==> src/rtl/seg_rx_pkg.sv <==
// Shared types and constants for the 7-segment scan receiver: FSM states,
// active-low segment patterns for hex digits, and one-hot digit strobes.
package seg_rx_pkg;

  typedef enum logic [1:0] {
    HUNT,
    SETTLE,
    CAPTURE,
    WAIT
  } state_t;

  // Active-low patterns, bit order dp,g,f,e,d,c,b,a
  localparam logic [7:0] SEG_0     = 8'hC0;
  localparam logic [7:0] SEG_1     = 8'hF9;
  localparam logic [7:0] SEG_2     = 8'hA4;
  localparam logic [7:0] SEG_3     = 8'hB0;
  localparam logic [7:0] SEG_4     = 8'h99;
  localparam logic [7:0] SEG_5     = 8'h92;
  localparam logic [7:0] SEG_6     = 8'h82;
  localparam logic [7:0] SEG_7     = 8'hF8;
  localparam logic [7:0] SEG_8     = 8'h80;
  localparam logic [7:0] SEG_9     = 8'h90;
  localparam logic [7:0] SEG_A     = 8'h88;
  localparam logic [7:0] SEG_B     = 8'h83;
  localparam logic [7:0] SEG_C     = 8'hA7;
  localparam logic [7:0] SEG_D     = 8'hA1;
  localparam logic [7:0] SEG_E     = 8'h86;
  localparam logic [7:0] SEG_F     = 8'h8E;
  localparam logic [7:0] SEG_BLANK = 8'hFF;

  localparam logic [2:0] DIG_NONE = 3'b000;
  localparam logic [2:0] DIG_0    = 3'b100;
  localparam logic [2:0] DIG_1    = 3'b010;
  localparam logic [2:0] DIG_2    = 3'b001;

  function automatic logic [2:0] dig_for_idx(input logic [1:0] idx);
    case (idx)
      2'd0:    return DIG_0;
      2'd1:    return DIG_1;
      default: return DIG_2;
    endcase
  endfunction

endpackage

==> src/rtl/seg_pattern_dec.sv <==
// Combinational 7-segment pattern decoder: active-low pattern to {ok, nibble}.
// Any pattern outside the hex table (including a lit dp) reports ok=0.
module seg_pattern_dec
  import seg_rx_pkg::*;
(
  input  logic [7:0] seg,
  output logic       ok,
  output logic [3:0] nibble
);

  always_comb begin
    ok     = 1'b1;
    nibble = 4'h0;
    case (seg)
      SEG_0:   nibble = 4'h0;
      SEG_1:   nibble = 4'h1;
      SEG_2:   nibble = 4'h2;
      SEG_3:   nibble = 4'h3;
      SEG_4:   nibble = 4'h4;
      SEG_5:   nibble = 4'h5;
      SEG_6:   nibble = 4'h6;
      SEG_7:   nibble = 4'h7;
      SEG_8:   nibble = 4'h8;
      SEG_9:   nibble = 4'h9;
      SEG_A:   nibble = 4'hA;
      SEG_B:   nibble = 4'hB;
      SEG_C:   nibble = 4'hC;
      SEG_D:   nibble = 4'hD;
      SEG_E:   nibble = 4'hE;
      SEG_F:   nibble = 4'hF;
      default: ok     = 1'b0;
    endcase
  end

endmodule

==> src/rtl/seg_scan_rx.sv <==
// Receive monitor for a 3-digit multiplexed 7-segment bus: settles, decodes and
// reassembles 12-bit frames. Define SEG_RX_CONFIRM_EN to publish only repeated frames.
module seg_scan_rx
  import seg_rx_pkg::*;
#(
  parameter int SETTLE_CYC = 16
) (
  input  logic        sys_clk,
  input  logic        sys_rst_n,
  input  logic [7:0]  seg_in,
  input  logic [2:0]  dig_in,
  output logic [11:0] value,
  output logic        value_valid,
  input  logic        value_ready,
  input  logic        err_clr,
  output logic        err_pattern,
  output logic        err_seq,
  output logic        err_overrun
);

  localparam int CNT_W = $clog2(SETTLE_CYC + 1);
  localparam logic [CNT_W-1:0] CNT_DONE = CNT_W'(SETTLE_CYC);

  function automatic logic [CNT_W-1:0] sat_inc(input logic [CNT_W-1:0] c);
    return (c == CNT_DONE) ? c : c + CNT_W'(1);
  endfunction

  logic [7:0]       seg_p0, seg_s, seg_prev;
  logic [2:0]       dig_p0, dig_s, dig_prev;
  state_t           state, state_nxt;
  logic [1:0]       idx, idx_nxt;
  logic [CNT_W-1:0] cnt, cnt_nxt, cnt_inc;
  logic             dec_ok;
  logic [3:0]       dec_nib;
  logic [3:0]       slot0, slot1;
  logic [11:0]      frame;
  logic             redirect, seq_evt, pat_evt, slot_we, frame_done, publish, ovr_evt;
  logic             dig_chg, seg_chg;
  logic [2:0]       dig_exp;

  // Stage p0/s: two-flop synchronizers, plus a one-cycle history for change detection
  always_ff @(posedge sys_clk or negedge sys_rst_n) begin
    if (!sys_rst_n) begin
      seg_p0   <= SEG_BLANK;
      seg_s    <= SEG_BLANK;
      seg_prev <= SEG_BLANK;
      dig_p0   <= DIG_NONE;
      dig_s    <= DIG_NONE;
      dig_prev <= DIG_NONE;
    end else begin
      seg_p0   <= seg_in;
      seg_s    <= seg_p0;
      seg_prev <= seg_s;
      dig_p0   <= dig_in;
      dig_s    <= dig_p0;
      dig_prev <= dig_s;
    end
  end

  seg_pattern_dec u_dec (
    .seg    (seg_s),
    .ok     (dec_ok),
    .nibble (dec_nib)
  );

  assign dig_chg = (dig_s != dig_prev);
  assign seg_chg = (seg_s != seg_prev);
  assign dig_exp = dig_for_idx(idx);
  assign cnt_inc = sat_inc(cnt);
  assign frame   = {dec_nib, slot1, slot0};

  // Stage fsm: scan tracking, settle counting and capture
  always_ff @(posedge sys_clk or negedge sys_rst_n) begin
    if (!sys_rst_n) begin
      state <= HUNT;
      idx   <= 2'd0;
      cnt   <= '0;
    end else begin
      state <= state_nxt;
      idx   <= idx_nxt;
      cnt   <= cnt_nxt;
    end
  end

  always_comb begin
    state_nxt  = state;
    idx_nxt    = idx;
    cnt_nxt    = cnt;
    redirect   = 1'b0;
    seq_evt    = 1'b0;
    pat_evt    = 1'b0;
    slot_we    = 1'b0;
    frame_done = 1'b0;
    case (state)
      HUNT: begin
        if (dig_s == DIG_0) begin
          idx_nxt   = 2'd0;
          cnt_nxt   = '0;
          state_nxt = SETTLE;
        end
      end
      SETTLE: begin
        if (dig_chg) begin
          if (dig_s == DIG_NONE) state_nxt = WAIT;
          else                   redirect  = 1'b1;
        end else if (seg_chg) begin
          cnt_nxt = '0;
        end else begin
          cnt_nxt = cnt_inc;
          if (cnt_inc == CNT_DONE) state_nxt = CAPTURE;
        end
      end
      CAPTURE: begin
        if (!dec_ok) begin
          pat_evt   = 1'b1;
          idx_nxt   = 2'd0;
          state_nxt = HUNT;
        end else begin
          slot_we = 1'b1;
          if (idx == 2'd2) begin
            frame_done = 1'b1;
            idx_nxt    = 2'd0;
          end else begin
            idx_nxt = idx + 2'd1;
          end
          state_nxt = WAIT;
        end
      end
      WAIT: begin
        if (dig_chg && (dig_s != DIG_NONE)) redirect = 1'b1;
      end
      default: state_nxt = HUNT;
    endcase

    // A new non-blank strobe: expected digit, frame restart, or sequence break
    if (redirect) begin
      cnt_nxt = '0;
      if (dig_s == dig_exp) begin
        state_nxt = SETTLE;
      end else if (dig_s == DIG_0) begin
        seq_evt   = 1'b1;
        idx_nxt   = 2'd0;
        state_nxt = SETTLE;
      end else begin
        seq_evt   = 1'b1;
        idx_nxt   = 2'd0;
        state_nxt = HUNT;
      end
    end
  end

  always_ff @(posedge sys_clk) begin
    if (slot_we && (idx == 2'd0)) slot0 <= dec_nib;
    if (slot_we && (idx == 2'd1)) slot1 <= dec_nib;
  end

`ifdef SEG_RX_CONFIRM_EN
  logic [11:0] ref_frame;
  logic        ref_vld;
  logic        err_evt;

  assign err_evt = pat_evt | seq_evt | ovr_evt;
  assign publish = frame_done && ref_vld && (frame == ref_frame);

  always_ff @(posedge sys_clk or negedge sys_rst_n) begin
    if (!sys_rst_n) begin
      ref_vld <= 1'b0;
    end else if (err_evt) begin
      ref_vld <= 1'b0;
    end else if (frame_done && !publish) begin
      ref_vld <= 1'b1;
    end
  end

  always_ff @(posedge sys_clk) begin
    if (frame_done && !publish) ref_frame <= frame;
  end
`else
  assign publish = frame_done;
`endif

  // A frame arriving while the previous one is still pending is dropped, even on a handshake cycle
  assign ovr_evt = publish && value_valid;

  // Stage out: publish register, handshake and sticky flags
  always_ff @(posedge sys_clk or negedge sys_rst_n) begin
    if (!sys_rst_n) begin
      value       <= 12'h000;
      value_valid <= 1'b0;
      err_pattern <= 1'b0;
      err_seq     <= 1'b0;
      err_overrun <= 1'b0;
    end else begin
      if (value_valid && value_ready) value_valid <= 1'b0;
      if (publish && !value_valid) begin
        value       <= frame;
        value_valid <= 1'b1;
      end
      err_pattern <= pat_evt | (err_pattern & ~err_clr);
      err_seq     <= seq_evt | (err_seq & ~err_clr);
      err_overrun <= ovr_evt | (err_overrun & ~err_clr);
    end
  end

endmodule

==> config.mk <==
export PLATFORM = sky130hd
export DESIGN_NAME = seg_scan_rx
export DESIGN_NICKNAME = d
export VERILOG_FILES = /design/src/rtl/seg_rx_pkg.sv /design/src/rtl/seg_pattern_dec.sv /design/src/rtl/seg_scan_rx.sv
export SDC_FILE = /design/constraint.sdc
export NUM_CORES = 1
export LEC_CHECK = 0
export BUFFER_PORTS_ARGS = -buffer_cell sky130_fd_sc_hd__buf_2
export CORE_MARGIN = 5
export CORE_UTILIZATION = 25
export DETAILED_ROUTE_END_ITERATION = 8
export GPL_TIMING_DRIVEN = 0
export PLACE_DENSITY = 0.51
export SLEW_MARGIN = 20
export SYNTH_ARGS = -nofsm -noshare
export SYNTH_HDL_FRONTEND = slang
export SYNTH_HIERARCHICAL = 1
export SYNTH_SLANG_ARGS = --single-unit
==> constraint.sdc <==
create_clock -name sys_clk -period 3.3 [get_ports sys_clk]
set_input_delay 0.66 -clock sys_clk [delete_from_list [all_inputs] [get_ports sys_clk]]
set_output_delay 0.66 -clock sys_clk [all_outputs]
set_load 0.02 [all_outputs]
==> results.json, run 1 <==
{
  "status": "complete, no violations",
  "nFillCells": 1196,
  "final-setup-viol-count": 0,
  "placedCellCount": 429,
  "grt_pass1_vias": 2068,
  "postCtsSetupBuffers": 0,
  "min_from": "dig_p0[1]",
  "grtUsageTotal": 0.0846,
  "drtIter0Drc": 64,
  "p_seq_frac": 0.403,
  "dr.pass1.iters": 4,
  "yosysTopAreaCellShare": 0.280,
  "grt_pass1_wl_mm": 10.0,
  "overflow": 0,
  "synth_area_leaders": "dfrtp_1 (28%), dfstp_2 (21%), edfxtp_1 (7.9%), mux2_2 (4.8%), xnor2_1 (3.2%)",
  "register_area_um2": 1720,
  "yosys_warnings": 6,
  "ys_seq_elements": 66,
  "path_max_fanout": 10,
  "path_clk_slew_ps": 60,
  "max_cap_viol_count": 0,
  "pre_cts_slack_ps": 71.1,
  "vias": 2085,
  "synth_top_area_cell": "dfrtp_1",
  "multi_input_area_um2": 1230,
  "numPortBuffers": 30,
  "cts_num_sinks": 66,
  "core_region_area_um2": 12000,
  "grt_max_degree": 59,
  "relSlewSlack": 0.431,
  "p_leak_nw": 1.58,
  "cts_buffers": 9,
  "antenna_found_initial": 0,
  "drc": 0,
  "fin_crit_sh": 0.901,
  "clkLatencyLatePin_ps": 320,
  "pwr-share-clk": 0.413,
  "gp_congestion": 0.822,
  "nets": 313,
  "initial_core_util": 0.254,
  "diodes": 0,
  "cts_tree": "done",
  "power.switching_uw": 630,
  "switching_share": 0.275,
  "path_buf_inv": 1,
  "cts_max_level": 3,
  "syn_to_final_growth_pct": 21.1,
  "hold_path_class": "flip-flop to flip-flop",
  "ys_seq_area_frac": 0.566,
  "cp-start-kind": "flip-flop",
  "cts_root_buf": "clkbuf_16",
  "async_reset_ff_frac": 0.879,
  "power-per-cell-area_nw_per_um2": 623,
  "finalCriticalPeriod_ps": 2970,
  "hold_violations": 0,
  "dieArea_um2": 14500,
  "core.rowCount": 40,
  "ys.flop_type": "dfrtp_1",
  "crit_start": "seg_s[3]",
  "drt-total-wl_mm": 5.82,
  "clock_path_buffers": 2,
  "synth_fp_nets": 273,
  "total_power_mw": 2.30,
  "crit_type": "flip-flop to flip-flop",
  "end_kind": "flip-flop",
  "vdd.ir_drop.worst_v": 0.000333,
  "ant_nets": 0,
  "slew_violations": 0,
  "yosysUniqueCellTypes": 58,
  "io_pins": 31,
  "synth_most_common_cell": "dfrtp_1",
  "avgSynthCellArea_um2": 12.1,
  "syn_area_um2": 3040,
  "hold_buffers": 0,
  "wl_per_cell_um": 13.1,
  "p_int_mw": 1.66,
  "synth_edf_count": 8,
  "worstReg2RegStart": "seg_s[3]",
  "final_cells": 444,
  "arrival_ps": 3180,
  "fp.dieW_um": 120,
  "ctsResizeCount": 0,
  "hpwl_mm": 4.03,
  "die_y_um": 120,
  "comb_power_share": 0.184,
  "fin_skew_ps": 8.46,
  "drive_gt1_frac": 0.350,
  "required_ps": 3510,
  "ys_top_cells_by_count": "dfrtp_1 (34), dfstp_2 (24), nor2_1 (20)",
  "vias_per_cell": 4.70,
  "rsz0062_at_grt": "no",
  "cp_top_family": "simple AND/OR/NAND/NOR gates",
  "cp_cell_sequence": "or3b_1, a2111oi_2, o21bai_1, nand4_1, nand2_1, nor2_1, nand2_1, nor2_1, clkbuf_2, mux2_2",
  "worst_pin_slew_ps": 852,
  "worst_slack_ps": 326,
  "fmax_mhz": 336,
  "critPathMaxStageDelay_ps": 600,
  "syn_inst": 252,
  "fin_setup_tns_ps": 0,
  "cp_slowest_cell": "dfstp_2"
}
## metal layers
metal,up-vias,global-route usage,wire length [µm]
met5,-,0,0
li1,1005,-,-
met4,0,0.0319,83
met1,1032,0.108,2600
met3,11,0.0267,251
met2,37,0.134,2890
## flip-flops by register name, indices dropped and copies added (netlist names)
name / flops
value: 12
state: 2
seg_s: 8
slot0: 4
seg_p0: 8
err_seq: 1
dig_prev: 3
err_pattern: 1
idx: 2
err_overrun: 1
value_valid: 1
slot1: 4
cnt: 5
seg_prev: 8
dig_s: 3
dig_p0: 3
## cell usage in the layout (no fill, tap or decap), types with 3 or more instances in the layout
| master | n |
|---|---|
| nand3b_1 | 5 |
| buf_2 | 35 |
| o21ai_0 | 8 |
| dfrtp_1 | 34 |
| clkbuf_16 | 10 |
| a21oi_1 | 6 |
| a32o_1 | 3 |
| nor3_1 | 3 |
| nand2_1 | 15 |
| mux2i_1 | 3 |
| a21o_1 | 4 |
| edfxtp_1 | 8 |
| nand4_1 | 7 |
| nor4_1 | 4 |
| dfstp_2 | 24 |
| xnor2_1 | 11 |
| inv_1 | 10 |
| nand2b_1 | 4 |
| ha_1 | 6 |
| nor2_1 | 20 |
| nand3_1 | 8 |
| mux2_2 | 13 |
| or3b_1 | 5 |
## worst register-to-register path, stage by stage, from the launching register on
cell and delay, ps:
dfstp_2 600, or3b_1 390, a2111oi_2 310, o21bai_1 150, nand4_1 140, nand2_1 140, nor2_1 160, nand2_1 80
nor2_1 210, clkbuf_2 310, mux2_2 370
## through the flow
stage,instance area (µm²),hold WS (ps),util
floorplan,3040,331,-
global placement,3380,334,0.282
detailed placement,3380,337,0.282
CTS,3680,353,0.308
global route,3680,353,0.308
finish,3680,350,0.308
## logic make-up (layout without fill, tap and decap cells)
family / after synthesis / after routing / share of synthesized area
simple gates: 86 / 86 / 0.160
flops: 66 / 66 / 0.566
compound gates: 45 / 45 / 0.122
buf+inv: 20 / 65 / 0.0296
mux: 17 / 17 / 0.0629
xor+xnor: 12 / 12 / 0.0346
fa+ha+maj: 6 / 6 / 0.0247
## power by group through the flow
stage                     Clock (mW)  Combinational (mW)  Sequential [mW]
final                          0.947               0.423            0.925
after global routing            1.02               0.462            0.933
after CTS                      0.986               0.427            0.925
after detailed placement           0               0.426            0.938
after global placement             0               0.425            0.937
after floorplan                    0               0.319            0.939
## final timing paths
path | to | slack [ps] | depth (start not counted)
max | value[9] | 330 | 10
min | dig_s[1] | 350 | 0
max reg2reg | value[9] | 330 | 10
min reg2reg | dig_s[1] | 350 | 0
max in group asynchronous | dig_s[1] | 2440 | 1
min in group asynchronous | value[10] | 400 | 1
## final cells by class
type	count	share of cell area
Sequential cell	66	0.468
Multi-Input combinational cell	166	0.334
Clock buffer	12	0.0754
Tap cell	147	0.0499
Timing Repair Buffer	30	0.0415
Buffer	9	0.0136
Inverter	10	0.0102
Clock inverter	4	0.00782
Note: power is estimated with default switching activity, not from simulation.
==> inputs of run 2 (changes only) <==
--- a/config.mk
+++ b/config.mk
@@ -8,6 +8,7 @@
 export BUFFER_PORTS_ARGS = -buffer_cell sky130_fd_sc_hd__buf_2
 export CORE_MARGIN = 5
 export CORE_UTILIZATION = 25
+export CTS_BUF_LIST = sky130_fd_sc_hd__clkbuf_4 sky130_fd_sc_hd__clkbuf_8
 export DETAILED_ROUTE_END_ITERATION = 8
 export GPL_TIMING_DRIVEN = 0
 export PLACE_DENSITY = 0.51
==> run 2 against run 1 <==
  * First-iteration DRC count is 4.7% lower
  * Hold slack worse by 1.3 ps
  * Clock skew is 5.5 ps higher
  * Register-to-register slack hardly changed
  * Die area stayed put
  * Clock power is 26% lower
  * Setup slack worse by 0.93 ps
  * Highest routed layer unchanged
==> results.json, run 2 (synthesis gave the netlist of run 1 again) <==
{
  "overflow": 0,
  "cp_slowest_cell": "dfstp_2",
  "core.rowCount": 40,
  "critPathMaxStageDelay_ps": 600,
  "drc": 0,
  "status": "complete, no violations",
  "drive_gt1_frac": 0.350,
  "final_common_cell": "buf_2",
  "required_ps": 3510,
  "rsz0062_at_grt": "no",
  "path_clk_slew_ps": 70,
  "grt_pass1_wl_mm": 9.83,
  "drtIter0Drc": 61,
  "cts_root_buf": "clkbuf_8",
  "power-per-cell-area_nw_per_um2": 572,
  "design_area_um2": 3590,
  "gp_congestion": 0.822,
  "cts_tree": "done",
  "grt_pass1_vias": 2035,
  "fin_crit_sh": 0.901,
  "most-common-layout-cells": "buf_2 (35), dfrtp_1 (34), dfstp_2 (24), nor2_1 (20), nand2_1 (15)",
  "largest_register_ffs": 12,
  "diodes": 0,
  "vdd.ir_drop.worst_v": 0.000404,
  "placed_cell_area_um2": 3380,
  "hold_violations": 0,
  "cts_num_sinks": 66,
  "regMostFlops": "value",
  "fp.dieW_um": 120,
  "final-setup-viol-count": 0,
  "fmax_mhz": 336,
  "drt-total-wl_mm": 5.79,
  "crit_type": "flip-flop to flip-flop",
  "p_leak_nw": 1.54,
  "cts_buffers": 9,
  "dr.pass1.iters": 4,
  "nets": 313,
  "vias_per_cell": 4.66,
  "cp_cell_sequence": "or3b_1, a2111oi_2, o21bai_1, nand4_1, nand2_1, nor2_1, nand2_1, nor2_1, clkbuf_2, mux2_2",
  "grt_max_degree": 59,
  "numPortBuffers": 30,
  "wl_per_cell_um": 13.0,
  "io_pins": 31,
  "fin_setup_tns_ps": 0,
  "end_kind": "flip-flop",
  "core_region_area_um2": 12000,
  "arrival_ps": 3190,
  "relSlewSlack": 0.438,
  "syn_to_final_growth_pct": 17.9,
  "antenna_found_initial": 0,
  "hpwl_mm": 4.03,
  "dieArea_um2": 14500,
  "fin_skew_ps": 14.0,
  "slew_violations": 0,
  "cp-start-kind": "flip-flop",
  "fin_util": 0.300,
  "total_power_mw": 2.05,
  "max_cap_viol_count": 0,
  "clkLatencyLatePin_ps": 330,
  "hold_path_class": "flip-flop to flip-flop",
  "grtUsageTotal": 0.0822,
  "die_y_um": 120,
  "initial_core_util": 0.254,
  "cts_max_level": 3,
  "worst_pin_slew_ps": 841,
  "path_max_fanout": 10,
  "ant_nets": 0,
  "clock_path_buffers": 2,
  "postCtsSetupBuffers": 0,
  "vias": 2069,
  "finalCriticalPeriod_ps": 2970
}
run 2: changes by cell type in the layout (fill, tap and decap cells not counted):
cell / before / now
bufinv_16: 0 / 1
clkbuf_16: 10 / 0
clkbuf_8: 2 / 11
run 2: cell type report:
type	instances	area, µm²
Inverter	10	37.5
Clock buffer	11	151
Fill cell	1201	8380
Timing Repair Buffer	30	153
Tap cell	147	184
Clock inverter	5	58.8
Buffer	9	50.0
Sequential cell	66	1720
Multi-Input combinational cell	166	1230
run 2: worst max-delay path, delay by kind of cell, from the launching register on:
| family | cells | cell delay [ps] |
|---|---|---|
| AND/OR/NAND/NOR | 6 | 1110 |
| multiplexers | 1 | 370 |
| flip-flops | 1 | 600 |
| buffers and inverters | 1 | 310 |
| AO/OA/AOI/OAI | 2 | 460 |
run 2: repair_timing:
| action | in CTS | in global routing |
|---|---|---|
| hold buffers | 0 | 0 |
| gates resized for setup | 0 | 2 |
| hold endpoints to repair | 0 | 0 |
| setup endpoints to repair | 0 | 10 |
run 2: per-stage QoR:
step           instances  hold WS [ps]  worst slack [ps]
6_report             444           349               325
5_1_grt              444           346              57.8
4_1_cts              445           348              62.9
3_5_place_dp         429           337              71.1
3_3_place_gp         429           334               120
2_1_floorplan        252           331               556
run 2: power breakdown:
| part | switching [mW] | internal (mW) |
|---|---|---|
| Combinational | 0.235 | 0.189 |
| Clock | 0.309 | 0.394 |
| Sequential | 0.0479 | 0.877 |
run 2: final timing paths:
path	to	cells past startpoint	start	slack (ps)
setup reg to reg	value[11]	10	seg_s[3]	330
max in group asynchronous	err_pattern	1	sys_rst_n	2430
setup / recovery	value[11]	10	seg_s[3]	330
min in group asynchronous	value[10]	1	sys_rst_n	400
hold / removal	seg_s[4]	0	seg_p0[4]	350
hold reg to reg	seg_s[4]	0	seg_p0[4]	350
run 2: per-layer routing:
| metal | GRT usage | up-vias | share of wire |
|---|---|---|---|
| met5 | 0 | - | 0 |
| met4 | 0.0191 | 0 | 0.0029 |
| met3 | 0.0281 | 2 | 0.040 |
| met2 | 0.133 | 36 | 0.50 |
| met1 | 0.106 | 1024 | 0.46 |
| li1 | - | 1007 | - |
==> inputs of run 3 (changes only) <==
--- a/config.mk
+++ b/config.mk
@@ -8,7 +8,7 @@
 export BUFFER_PORTS_ARGS = -buffer_cell sky130_fd_sc_hd__buf_2
 export CORE_MARGIN = 5
 export CORE_UTILIZATION = 25
-export CTS_BUF_LIST = sky130_fd_sc_hd__clkbuf_4 sky130_fd_sc_hd__clkbuf_8
+export CTS_BUF_LIST = sky130_fd_sc_hd__clkbuf_16
 export DETAILED_ROUTE_END_ITERATION = 8
 export GPL_TIMING_DRIVEN = 0
 export PLACE_DENSITY = 0.51
==> constraint.sdc (replaced) <==
create_clock -name sys_clk -period 3.4 [get_ports sys_clk]
set_input_delay 0.68 -clock sys_clk [delete_from_list [all_inputs] [get_ports sys_clk]]
set_output_delay 0.68 -clock sys_clk [all_outputs]
set_load 0.02 [all_outputs]
==> run 3 against run 2 <==
  * Global-route usage rose by 0.21 points
  * Hold slack barely moved
  * Setup slack improved by 78 ps
  * Final area rose by 2.2%
  * Clock power rose by 24%
  * Largest power group unchanged
  * Core utilization rose by 0.67 points
  * Register-to-register slack improved by 80 ps
  * Final cell count rose by 0.23%
  * Routed wire length rose by 0.12%
  * Highest routed layer unchanged
  * Largest cell class unchanged
  * Non-clock buffer count rose by 1
==> results.json, run 3 (synthesis gave the netlist of run 1 again) <==
{
  "worstReg2RegStart": "seg_s[5]",
  "dieArea_um2": 14500,
  "placed_cell_area_um2": 3380,
  "design_area_um2": 3670,
  "clock_path_buffers": 2,
  "multi_input_area_um2": 1230,
  "final-setup-viol-count": 0,
  "total_power_mw": 2.18,
  "clkLatencyLatePin_ps": 320,
  "grt_pass1_vias": 2059,
  "drt-total-wl_mm": 5.80,
  "slew_violations": 0,
  "status": "complete, no violations",
  "fp.dieW_um": 120,
  "cts_root_buf": "clkbuf_16",
  "crit_type": "flip-flop to flip-flop",
  "initial_core_util": 0.254,
  "min_from": "dig_p0[1]",
  "reg2reg_depth": 11,
  "arrival_ps": 3200,
  "vdd.ir_drop.worst_v": 0.000323,
  "timing.rr.end": "value[11]",
  "relSlewSlack": 0.436,
  "cts_buffers": 9,
  "power-per-cell-area_nw_per_um2": 594,
  "core.rowCount": 40,
  "fin_setup_tns_ps": 0,
  "die_y_um": 120,
  "diodes": 0,
  "vias": 2073,
  "overflow": 0,
  "register_area_um2": 1720,
  "cp_cell_sequence": "buf_1, nand3b_1, a21oi_1, a22oi_1, nand4_1, nand2_1, nor2_1, nand2_1, nor2_1, clkbuf_2, mux2_2",
  "core_region_area_um2": 12000,
  "p_leak_nw": 1.58,
  "final_common_cell": "buf_2",
  "grt_pass1_wl_mm": 9.96,
  "path_clk_slew_ps": 60,
  "nFillCells": 1202,
  "min_to": "dig_s[1]",
  "antenna_found_initial": 0,
  "drtIter0Drc": 67,
  "worst_pin_slew_ps": 844,
  "finalCriticalPeriod_ps": 3000,
  "reg2reg_slack_ps": 400,
  "pre_cts_slack_ps": 171,
  "end_kind": "flip-flop",
  "grt_max_degree": 59,
  "drive_gt1_frac": 0.346,
  "rsz0062_at_grt": "no",
  "path_max_fanout": 10,
  "syn_to_final_growth_pct": 20.5,
  "cts_max_level": 3,
  "whs_path_depth": 0,
  "cp_slowest_cell": "dfstp_2",
  "largest_register_ffs": 12,
  "io_pins": 31,
  "wl_per_cell_um": 13.0,
  "worst_slack_ps": 403,
  "critPathMaxStageDelay_ps": 580,
  "most-common-layout-cells": "buf_2 (35), dfrtp_1 (34), dfstp_2 (24), nor2_1 (20), nand2_1 (15)",
  "vias_per_cell": 4.66,
  "grtUsageTotal": 0.0843,
  "hold_path_class": "flip-flop to flip-flop",
  "fmax_mhz": 334,
  "ant_nets": 0,
  "cts_tree": "done",
  "hpwl_mm": 4.03,
  "dr.pass1.iters": 4,
  "max_cap_viol_count": 0,
  "drc": 0,
  "cts_num_sinks": 66,
  "regMostFlops": "value",
  "gp_congestion": 0.822,
  "fin_skew_ps": 5.86,
  "cp-start-kind": "flip-flop",
  "required_ps": 3600,
  "numPortBuffers": 30,
  "hold_violations": 0,
  "nets": 314,
  "fin_crit_sh": 0.881
}
-- run 3: changes by cell type in the layout (fill, tap and decap cells not counted) --
| cell | delta |
|---|---|
| buf_1 | +1 |
| clkbuf_16 | +10 |
| bufinv_16 | -1 |
| inv_2 | +1 |
| clkinv_1 | +1 |
| clkbuf_8 | -11 |
-- run 3: layer usage --
metal,wire [µm],share of wire,global-route usage
met3,239,0.041,0.0267
met1,2570,0.44,0.108
met4,82,0.014,0.0319
met2,2900,0.50,0.133
met5,0,0,0
-- run 3: stage by stage --
| stage | utilization | hold WS [ps] | cells |
|---|---|---|---|
| after global placement | 0.282 | 334 | 429 |
| after floorplan | - | 331 | 252 |
| after CTS | 0.306 | 352 | 445 |
| final | 0.306 | 349 | 445 |
| after detailed placement | 0.282 | 337 | 429 |
| after global routing | 0.306 | 353 | 445 |
-- run 3: cell type report --
class	count	area share
tap	147	0.0502
buffer	10	0.0147
timing repair buffer	30	0.0416
clock buffer	10	0.0683
sequential	66	0.470
inverter	10	0.0102
multi-input combinational	166	0.335
clock inverter	6	0.00990
-- run 3: what timing repair did --
action | in CTS | in global routing
resized for setup | 0 | 2
hold buffers | 0 | 0
endpoints found under the setup margin | 0 | 10
buffers inserted | 0 | 0
-- run 3: report_power, final --
group          total (mW)  internal, mW  switching (mW)
Clock               0.870         0.536           0.335
Combinational       0.413         0.183           0.229
Sequential          0.896         0.852          0.0440
-- run 3: how the worst max path moves through the flow --
stage / depth (start not counted) / start / end
after floorplan: 10 / seg_s[3] / value[10]
after global placement: 10 / seg_s[3] / value[11]
after detailed placement: 11 / seg_s[5] / value[9]
after CTS: 11 / seg_s[5] / value[11]
after global routing: 11 / seg_s[5] / value[5]
final: 11 / seg_s[5] / value[11]
-- run 3: worst max-delay path: cells and delay by family (launching register included) --
| kind | cells | cell delay, ps |
|---|---|---|
| flip-flops | 1 | 580 |
| buffers and inverters | 2 | 680 |
| AO/OA/AOI/OAI | 2 | 330 |
| AND/OR/NAND/NOR | 6 | 920 |
| multiplexers | 1 | 370 |
